$ cat config.mk
export PLATFORM = sky130hd
export DESIGN_NAME = div_issue_ctrl
export DESIGN_NICKNAME = d
export VERILOG_FILES = /design/src/rtl/div_issue_ctrl.sv
export SDC_FILE = /design/constraint.sdc
export NUM_CORES = 1
export LEC_CHECK = 0
export ABC_AREA = 1
export BUFFER_PORTS_ARGS = -buffer_cell sky130_fd_sc_hd__buf_2
export CAP_MARGIN = 5
export CELL_PAD_IN_SITES_DETAIL_PLACEMENT = 0
export CELL_PAD_IN_SITES_GLOBAL_PLACEMENT = 1
export CORE_MARGIN = 2
export CORE_UTILIZATION = 30
export CTS_CLUSTER_DIAMETER = 80
export DETAILED_ROUTE_END_ITERATION = 10
export GPL_ROUTABILITY_DRIVEN = 1
export GPL_TIMING_DRIVEN = 0
export PLACE_DENSITY = 0.66
export SYNTH_ARGS = -nofsm -noshare
export SYNTH_HDL_FRONTEND = slang
export SYNTH_SLANG_ARGS = --single-unit
$ cat constraint.sdc
create_clock -name clk -period 3.18 [get_ports clk]
set_clock_uncertainty 0.15 [all_clocks]
set_input_delay 0.636 -clock clk [delete_from_list [all_inputs] [get_ports clk]]
set_output_delay 0.636 -clock clk [all_outputs]
set_load 0.01 [all_outputs]
$ cat src/rtl/div_issue_ctrl.sv
// rtl/div_issue_ctrl.sv - sequences the shared iterative divider across both issue slots
module div_issue_ctrl #(
  parameter int TIMEOUT = 64
) (
  input  logic        clk,
  input  logic        reset,
  input  logic        flush,
  input  logic        ex_allowin,
  input  logic        req0_valid,
  input  logic [1:0]  req0_op,
  input  logic [31:0] req0_src1,
  input  logic [31:0] req0_src2,
  input  logic [4:0]  req0_rd,
  input  logic        req1_valid,
  input  logic [1:0]  req1_op,
  input  logic [31:0] req1_src1,
  input  logic [31:0] req1_src2,
  input  logic [4:0]  req1_rd,
  output logic        div_start,
  output logic        div_signed,
  output logic [31:0] div_dividend,
  output logic [31:0] div_divisor,
  output logic        div_cancel,
  input  logic        div_busy,
  input  logic        div_done,
  input  logic [31:0] div_quotient,
  input  logic [31:0] div_remainder,
  output logic        stall_divider,
  output logic        div_ready,
  output logic        wb0_valid,
  output logic [4:0]  wb0_rd,
  output logic [31:0] wb0_data,
  output logic        wb1_valid,
  output logic [4:0]  wb1_rd,
  output logic [31:0] wb1_data,
  output logic        div_err
);
  localparam int CW = $clog2(TIMEOUT) + 1;

  typedef enum logic [2:0] {IDLE, ISSUE0, WAIT0, ISSUE1, WAIT1, DONE} state_t;
  state_t state;

  logic [1:0]    op0_q, op1_q;
  logic [31:0]   a0_q, b0_q, a1_q, b1_q;
  logic [4:0]    rd0_q, rd1_q;
  logic          pend0, pend1;
  logic [CW-1:0] cnt;
  logic [31:0]   res0, res1;

  assign res0 = op0_q[0] ? div_remainder : div_quotient;
  assign res1 = op1_q[0] ? div_remainder : div_quotient;

  assign div_ready     = (state == DONE);
  assign stall_divider = ((state != IDLE) && (state != DONE)) ||
                         ((state == IDLE) && (req0_valid || req1_valid) && !flush);

  always_ff @(posedge clk) begin
    if (reset) begin
      state        <= IDLE;
      div_start    <= 1'b0;
      div_cancel   <= 1'b0;
      div_signed   <= 1'b0;
      div_dividend <= '0;
      div_divisor  <= '0;
      wb0_valid    <= 1'b0;
      wb0_rd       <= '0;
      wb0_data     <= '0;
      wb1_valid    <= 1'b0;
      wb1_rd       <= '0;
      wb1_data     <= '0;
      div_err      <= 1'b0;
      op0_q        <= '0;
      op1_q        <= '0;
      a0_q         <= '0;
      b0_q         <= '0;
      a1_q         <= '0;
      b1_q         <= '0;
      rd0_q        <= '0;
      rd1_q        <= '0;
      pend0        <= 1'b0;
      pend1        <= 1'b0;
      cnt          <= '0;
    end else begin
      div_start  <= 1'b0;
      div_cancel <= 1'b0;
      if (flush) begin
        // flush beats everything, including a div_done landing this cycle
        state      <= IDLE;
        wb0_valid  <= 1'b0;
        wb1_valid  <= 1'b0;
        pend0      <= 1'b0;
        pend1      <= 1'b0;
        cnt        <= '0;
        div_cancel <= (state inside {ISSUE0, WAIT0, ISSUE1, WAIT1});
      end else begin
        case (state)
          IDLE: begin
            if (req0_valid || req1_valid) begin
              op0_q <= req0_op;
              a0_q  <= req0_src1;
              b0_q  <= req0_src2;
              rd0_q <= req0_rd;
              op1_q <= req1_op;
              a1_q  <= req1_src1;
              b1_q  <= req1_src2;
              rd1_q <= req1_rd;
              pend0 <= req0_valid;
              pend1 <= req1_valid;
              state <= req0_valid ? ISSUE0 : ISSUE1;
            end
          end
          ISSUE0: begin
            if (!div_busy) begin
              div_start    <= 1'b1;
              div_signed   <= ~op0_q[1];
              div_dividend <= a0_q;
              div_divisor  <= b0_q;
              cnt          <= '0;
              state        <= WAIT0;
            end
          end
          ISSUE1: begin
            if (!div_busy) begin
              div_start    <= 1'b1;
              div_signed   <= ~op1_q[1];
              div_dividend <= a1_q;
              div_divisor  <= b1_q;
              cnt          <= '0;
              state        <= WAIT1;
            end
          end
          WAIT0, WAIT1: begin
            cnt <= cnt + CW'(1);
            if (div_done) begin
              if (state == WAIT0) begin
                wb0_data  <= res0;
                wb0_rd    <= rd0_q;
                // slot1 is younger, so a same-rd pair only writes back slot1
                wb0_valid <= (rd0_q != 5'd0) && !(pend1 && (rd1_q == rd0_q));
                pend0     <= 1'b0;
                state     <= pend1 ? ISSUE1 : DONE;
              end else begin
                wb1_data  <= res1;
                wb1_rd    <= rd1_q;
                wb1_valid <= (rd1_q != 5'd0);
                pend1     <= 1'b0;
                state     <= DONE;
              end
            end else if (cnt == CW'(TIMEOUT - 1)) begin
              div_err    <= 1'b1;
              div_cancel <= 1'b1;
              wb0_valid  <= 1'b0;
              wb1_valid  <= 1'b0;
              pend0      <= 1'b0;
              pend1      <= 1'b0;
              state      <= DONE;
            end
          end
          DONE: begin
            if (ex_allowin) begin
              wb0_valid <= 1'b0;
              wb1_valid <= 1'b0;
              state     <= IDLE;
            end
          end
          default: state <= IDLE;
        endcase
      end
    end
  end
endmodule
==> impl_metrics.toml, run 1 <==
[timing]
fin_ws_ps = 112
finalSetupViolations = 0
maxSlewViolCount = 0
max_freq_ghz = 0.326
hold_viol = 0
worst_pin_slew_ps = 819
min_period_ps = 3070
finalSetupTns_ps = 0
rsz0062_at_grt = "no"
relSlewSlack_pct = 45.4
min_period_over_period_pct = 96.5

[yosys]
yosysTopAreaCellShare_pct = 47.3
synthTopCellsByArea = "dfxtp_1 47%, nand2_1 10%, a21oi_1 7.1%, a211oi_2 7.0%, nor2_1 6.6%"
yosysMostFrequentCell = "nand2_1"
synth_nets = 1856
yosysSeqAreaShare_pct = 47.3
ys.flop_type = "dfxtp_1"
ys_seq_elements = 297
yosysTopAreaCell = "dfxtp_1"
syn_area_um2 = 12600
yosysWarnings = 0
ys_types = 27
synth_edf_count = 0
synth_area_per_cell_um2 = 7.65
async_reset_ff_share_pct = 0
syn_inst = 1641
ys_top_cells_by_count = "346 x nand2_1, 297 x dfxtp_1, 220 x nor2_1, 177 x a21oi_1, 133 x inv_1"

[place]
dp_hpwl_um = 34800
place_congestion = 0.822
pre_cts_ws_ps = -148
dpl_cell_area_um2 = 15000
portBuffers = 358

[power_and_ir_drop]
peakVddDrop_mv = 0.284
p_leak_nw = 7.11
power_density_nw_per_um2 = 586

[critical_path]
required_ps = 2390
crit_arrival_ps = 2280
cp_num_buf_inv = 5
crit_path_cell_trace = "nor2_4 > nand2_2 > nor3_4 > buf_12 > inv_4 > buf_6 > buf_4 > o21ai_0 > buf_2"
start_kind = "flip-flop"
critPathMaxStageDelay_ps = 480
cp_max_fo = 10
critical_path_class = "reg -> out"
cp_slowest_cell = "dfxtp_1"
critical_path.endpoint_type = "output pin"
path_delay_family = "buffers and inverters"

[outcome]
status = "finished clean"

[grt]
grt_use_total_pct = 20.5
grt.overflow.total = 0
grt_pass1_vias = 11900
antenna_found_initial = 15
grt_max_degree = 13
grt_pass1_wl_um = 68800

[finish]
syn_to_final_growth_pct = 29.8
layout.nets = 2254
final_cell_area_um2 = 16300
post_route_cells_drive_above_1_share_pct = 25.9

[route]
vias = 12300
dr.pass1.iters = 5
drc = 0
wirelength_um = 45900
routed_via_density = 4.71
ant_nets = 0
drtIter0Drc = 613
routedWlPerCell_um = 17.6

[min_path]
hold_class = "in -> reg"

[clock_tree]
cts_root_buf = "clkbuf_16"
clk_latency_ps = 540
cts_buffer_depth = 3
cts-buffers-inserted = 37
clkTransAtPathRegs_ps = 60
hold_buffers = 0
htreeDepth = 2
cts_tree = "yes"
cts_sinks = 297

[floorplan]
rows = 74
start_util_pct = 30.6
ios = 360
die_x_um = 209
die_y_um = 209
die_area_um2 = 43500
coreArea_um2 = 41100

[job]
drv_cap = 0
## final timing paths
path / startpoint / endpoint / slack [ps] / depth (start not counted)
hold / removal: req0_src1[31] / a0_q[31] / 190 / 3
setup reg to reg: state[1] / a0_q[28] / 930 / 9
setup / recovery: state[1] / stall_divider / 110 / 9
hold reg to reg: b0_q[11] / b0_q[11] / 310 / 2
## stage by stage
stage / hold slack [ps] / utilization (%) / total power [W] / cells
after floorplan: 284 / - / 0.00490 / 1641
after global placement: 299 / 36.5 / 0.00539 / 2531
after detailed placement: 301 / 36.5 / 0.00540 / 2531
after CTS: 157 / 39.6 / 0.00969 / 2596
after global routing: 179 / 39.6 / 0.00998 / 2599
final: 195 / 39.7 / 0.00955 / 2605
## registers in the layout (all words and copies together) (netlist names), 2 cells and up
register,cells
a0_q,32
a1_q,32
b0_q,32
b1_q,32
div_dividend,32
div_divisor,32
wb0_data,32
wb1_data,32
cnt,7
rd0_q,5
rd1_q,5
wb0_rd,5
wb1_rd,5
state,3
op0_q,2
op1_q,2
## metal layers
metal	global-route usage, %	part of all wire (%)	vias up
li1	-	-	6185
met3	5.41	6.5	77
met1	25.6	44	5643
met5	0	0.19	-
met4	7.02	2.7	12
met2	34.3	47	343
## power by group
group,leakage (nW),internal [W],switching (W)
Combinational,4.09,0.000472,0.000839
Sequential,2.42,0.00393,0.0000866
Clock,0.600,0.00257,0.00165
## worst min-delay path, stage by stage
cell and delay, ps:
buf_2 90, nand2_1 50, a21oi_1 50
## cells by family after synthesis
logic type,Yosys count,synth area share (%)
compound gates,396,20.8
xor+xnor,1,0.0697
mux,33,2.63
buf+inv,259,8.47
flops,297,47.3
simple gates,654,20.6
fa+ha+maj,1,0.0996
## repair_timing
item | in CTS | in global routing
resized for setup | 4 | 3
setup endpoints to repair | 1 | 1
setup buffers | 2 | 0
pin swaps | 1 | 0
## cells in the final DEF (no fill, tap or decap), types with 2 or more instances in the layout
| cell | n |
|---|---|
| clkbuf_1 | 87 |
| clkinv_2 | 3 |
| buf_4 | 3 |
| diode_2 | 9 |
| a211oi_1 | 40 |
| inv_1 | 133 |
| mux2i_1 | 33 |
| buf_2 | 388 |
| nor2_1 | 220 |
| a21oi_1 | 177 |
| nand4_1 | 4 |
| clkbuf_16 | 39 |
| inv_2 | 2 |
| clkbuf_8 | 11 |
| a211oi_2 | 70 |
| nand2_1 | 345 |
| buf_1 | 4 |
| o21ai_0 | 106 |
| nand3_1 | 77 |
| dfxtp_2 | 2 |
| buf_6 | 7 |
| nor3_1 | 3 |
| dfxtp_1 | 295 |
## layout make-up
cell class / instances / area [um^2]
Clock inverter: 6 / 61.3
Clock buffer: 58 / 1160
Timing Repair Buffer: 360 / 1820
Antenna cell: 9 / 22.5
Inverter: 136 / 513
Buffer: 122 / 556
Fill cell: 4420 / 24800
Sequential cell: 297 / 5950
Tap cell: 532 / 666
Multi-Input combinational cell: 1085 / 5560
No activity file was read; power rests on OpenSTA's default activity.
==> run 2: changes to the inputs <==
--- a/config.mk
+++ b/config.mk
@@ -5,9 +5,9 @@
 export SDC_FILE = /design/constraint.sdc
 export NUM_CORES = 1
 export LEC_CHECK = 0
-export ABC_AREA = 1
+export ABC_AREA = 0
 export BUFFER_PORTS_ARGS = -buffer_cell sky130_fd_sc_hd__buf_2
-export CAP_MARGIN = 5
+export CAP_MARGIN = 20
 export CELL_PAD_IN_SITES_DETAIL_PLACEMENT = 0
 export CELL_PAD_IN_SITES_GLOBAL_PLACEMENT = 1
 export CORE_MARGIN = 2
@@ -16,7 +16,7 @@
 export DETAILED_ROUTE_END_ITERATION = 10
 export GPL_ROUTABILITY_DRIVEN = 1
 export GPL_TIMING_DRIVEN = 0
-export PLACE_DENSITY = 0.66
+export PLACE_DENSITY = 0.65
 export SYNTH_ARGS = -nofsm -noshare
 export SYNTH_HDL_FRONTEND = slang
 export SYNTH_SLANG_ARGS = --single-unit
==> run 2 against run 1 <==
Compared with the run above: die area decreased by 5.3%; synthesized cell count is 13% lower; critical endpoint unchanged; critical path type unchanged; sequential cell count is the same; core utilization grew 0.057 points; highest routed layer unchanged; largest power group is now sequential cells; register-to-register slack lost 420 ps; final area is 5.2% lower.
==> impl_metrics.toml, run 2 <==
[outcome]
status = "finished clean"

[job]
drv_cap = 0

[yosys]
synth_nets = 1642
yosysTopAreaCell = "dfxtp_1"
ys.flop_type = "dfxtp_1"
yosysWarnings = 0
ys_top_cells_by_count = "354 x nand2_1, 297 x dfxtp_1, 160 x nor2_1, 147 x a21oi_1, 81 x clkbuf_1"
yosysMostFrequentCell = "nand2_1"
synthTopCellsByArea = "dfxtp_1 50%, nand2_1 11%, mux2i_1 6.6%, a21oi_1 6.2%, nor2_1 5.1%"
syn_inst = 1427
yosysTopAreaCellShare_pct = 50.0
synth_area_per_cell_um2 = 8.33
syn_area_um2 = 11900
ys_seq_elements = 297
async_reset_ff_share_pct = 0
synth_edf_count = 0
ys_types = 44
yosysSeqAreaShare_pct = 50.0

[grt]
grt_pass1_vias = 11200
grt.overflow.total = 0
grt_max_degree = 13
grt_use_total_pct = 20.7
antenna_found_initial = 8
grt_pass1_wl_um = 66300

[floorplan]
start_util_pct = 30.5
die_y_um = 203
coreArea_um2 = 38900
die_x_um = 203
rows = 72
die_area_um2 = 41200
ios = 360

[finish]
nFillCells = 4138
stdcell_count = 2366
post_route_cells_drive_above_1_share_pct = 24.4
syn_to_final_growth_pct = 30.1
most-common-layout-cells = "377 x buf_2, 354 x nand2_1, 297 x dfxtp_1, 160 x nor2_1, 147 x a21oi_1"
final_common_cell = "buf_2"
layout.nets = 2036

[power_and_ir_drop]
power_density_nw_per_um2 = 578
peakVddDrop_mv = 0.292
p_leak_nw = 6.06

[place]
dp_hpwl_um = 33600
pre_cts_ws_ps = 154
dp_cells = 2302
place_congestion = 0.836
portBuffers = 357

[critical_path]
critical_path_class = "reg -> out"
r2r_setup_slack_ps = 510
crit_arrival_ps = 2320
required_ps = 2390
start_kind = "flip-flop"
critPathLaunch = "state[1]"
r2r_start = "state[2]"
critical_path.endpoint_type = "output pin"
cp_max_fo = 10

[timing]
min_period_over_period_pct = 97.7
worst_pin_slew_ps = 953
rsz0062_at_grt = "no"
relSlewSlack_pct = 36.5
max_freq_ghz = 0.322
finalSetupTns_ps = 0
holdWs_ps = 208
fin_ws_ps = 72.6
maxSlewViolCount = 0
hold_viol = 0
finalSetupViolations = 0
min_period_ps = 3110

[clock_tree]
hold_buffers = 0
htreeDepth = 2
cts_sinks = 297
cts_root_buf = "clkbuf_16"
cts_tree = "yes"
cts_buffer_depth = 3
clk_latency_ps = 510
cts-buffers-inserted = 35
clkTransAtPathRegs_ps = 60

[route]
drtIter0Drc = 517
routed_via_density = 4.84
dr.pass1.iters = 5
routedWlPerCell_um = 18.6
drc = 0
wirelength_um = 44100
ant_nets = 0
vias = 11400

[min_path]
min-delay-start = "req1_src1[22]"
hold_class = "in -> reg"
## run 2: cell count changes in the layout (fill, tap and decap cells not counted), sizes merged, moves of 30 or more
cell    previous run  this run
a311oi             0        64
mux2i             33        78
a21oi            177       147
inv              137         1
nor2             221       160
o21ai            106         5
a211oi           110        65
## run 2: final cells by class
type                       instances  area (um^2)  share of cell area (%)
sequential                       297         5950                    38.5
multi-input combinational       1003         5330                    34.5
timing repair buffer             357         1790                    11.6
clock buffer                      54         1050                    6.78
tap                              518          648                    4.19
buffer                           127          614                    3.98
clock inverter                     7         75.1                   0.486
antenna                            3         7.51                  0.0486
## run 2: kinds of logic after synthesis
| group | after synthesis | share of synthesized area (%) |
|---|---|---|
| mux | 78 | 6.57 |
| xor+xnor | 11 | 0.811 |
| buf+inv | 127 | 5.17 |
| flops | 297 | 50.0 |
| simple gates | 617 | 21.1 |
| compound gates | 296 | 16.2 |
| fa+ha+maj | 1 | 0.105 |
## run 2: final timing paths
path / to / depth (start not counted)
worst min register to register: b1_q[20] / 2
worst max register to register: div_dividend[17] / 6
worst max-delay path: stall_divider / 5
worst min-delay path: a1_q[22] / 3
## run 2: what timing repair did
action / in CTS / in global routing
gates resized for setup: 1 / 0
endpoints found under the setup margin: 1 / 0
setup buffers: 0 / 0
## run 2: stage by stage
step,utilization [%],total power [W],cell area (um^2)
5_1_grt,39.7,0.00934,15500
3_5_place_dp,36.8,0.00511,14300
6_report,39.7,0.00893,15500
4_1_cts,39.7,0.00907,15400
3_3_place_gp,36.8,0.00509,14300
2_1_floorplan,-,0.00465,11900
## run 2: critical path, stage by stage (launching register included)
cell and delay, ps:
dfxtp_1 290, buf_2 160, buf_2 240, clkbuf_1 300
or4_1 650, buf_2 170
## run 2: routing by layer
layer | vias to the layer above | wire length (um) | track usage (%)
met4 | 8 | 886 | 5.19
met2 | 336 | 20300 | 33.9
li1 | 5696 | - | -
met5 | - | 53 | 0
met1 | 5338 | 20100 | 27.7
met3 | 65 | 2770 | 4.46
## run 2: power breakdown
part / leakage, nW / total [W] / switching, W / internal, W
Clock: 0.554 / 0.00392 / 0.00157 / 0.00235
Sequential: 2.42 / 0.00399 / 0.0000954 / 0.00389
Combinational: 3.09 / 0.00103 / 0.000639 / 0.000391
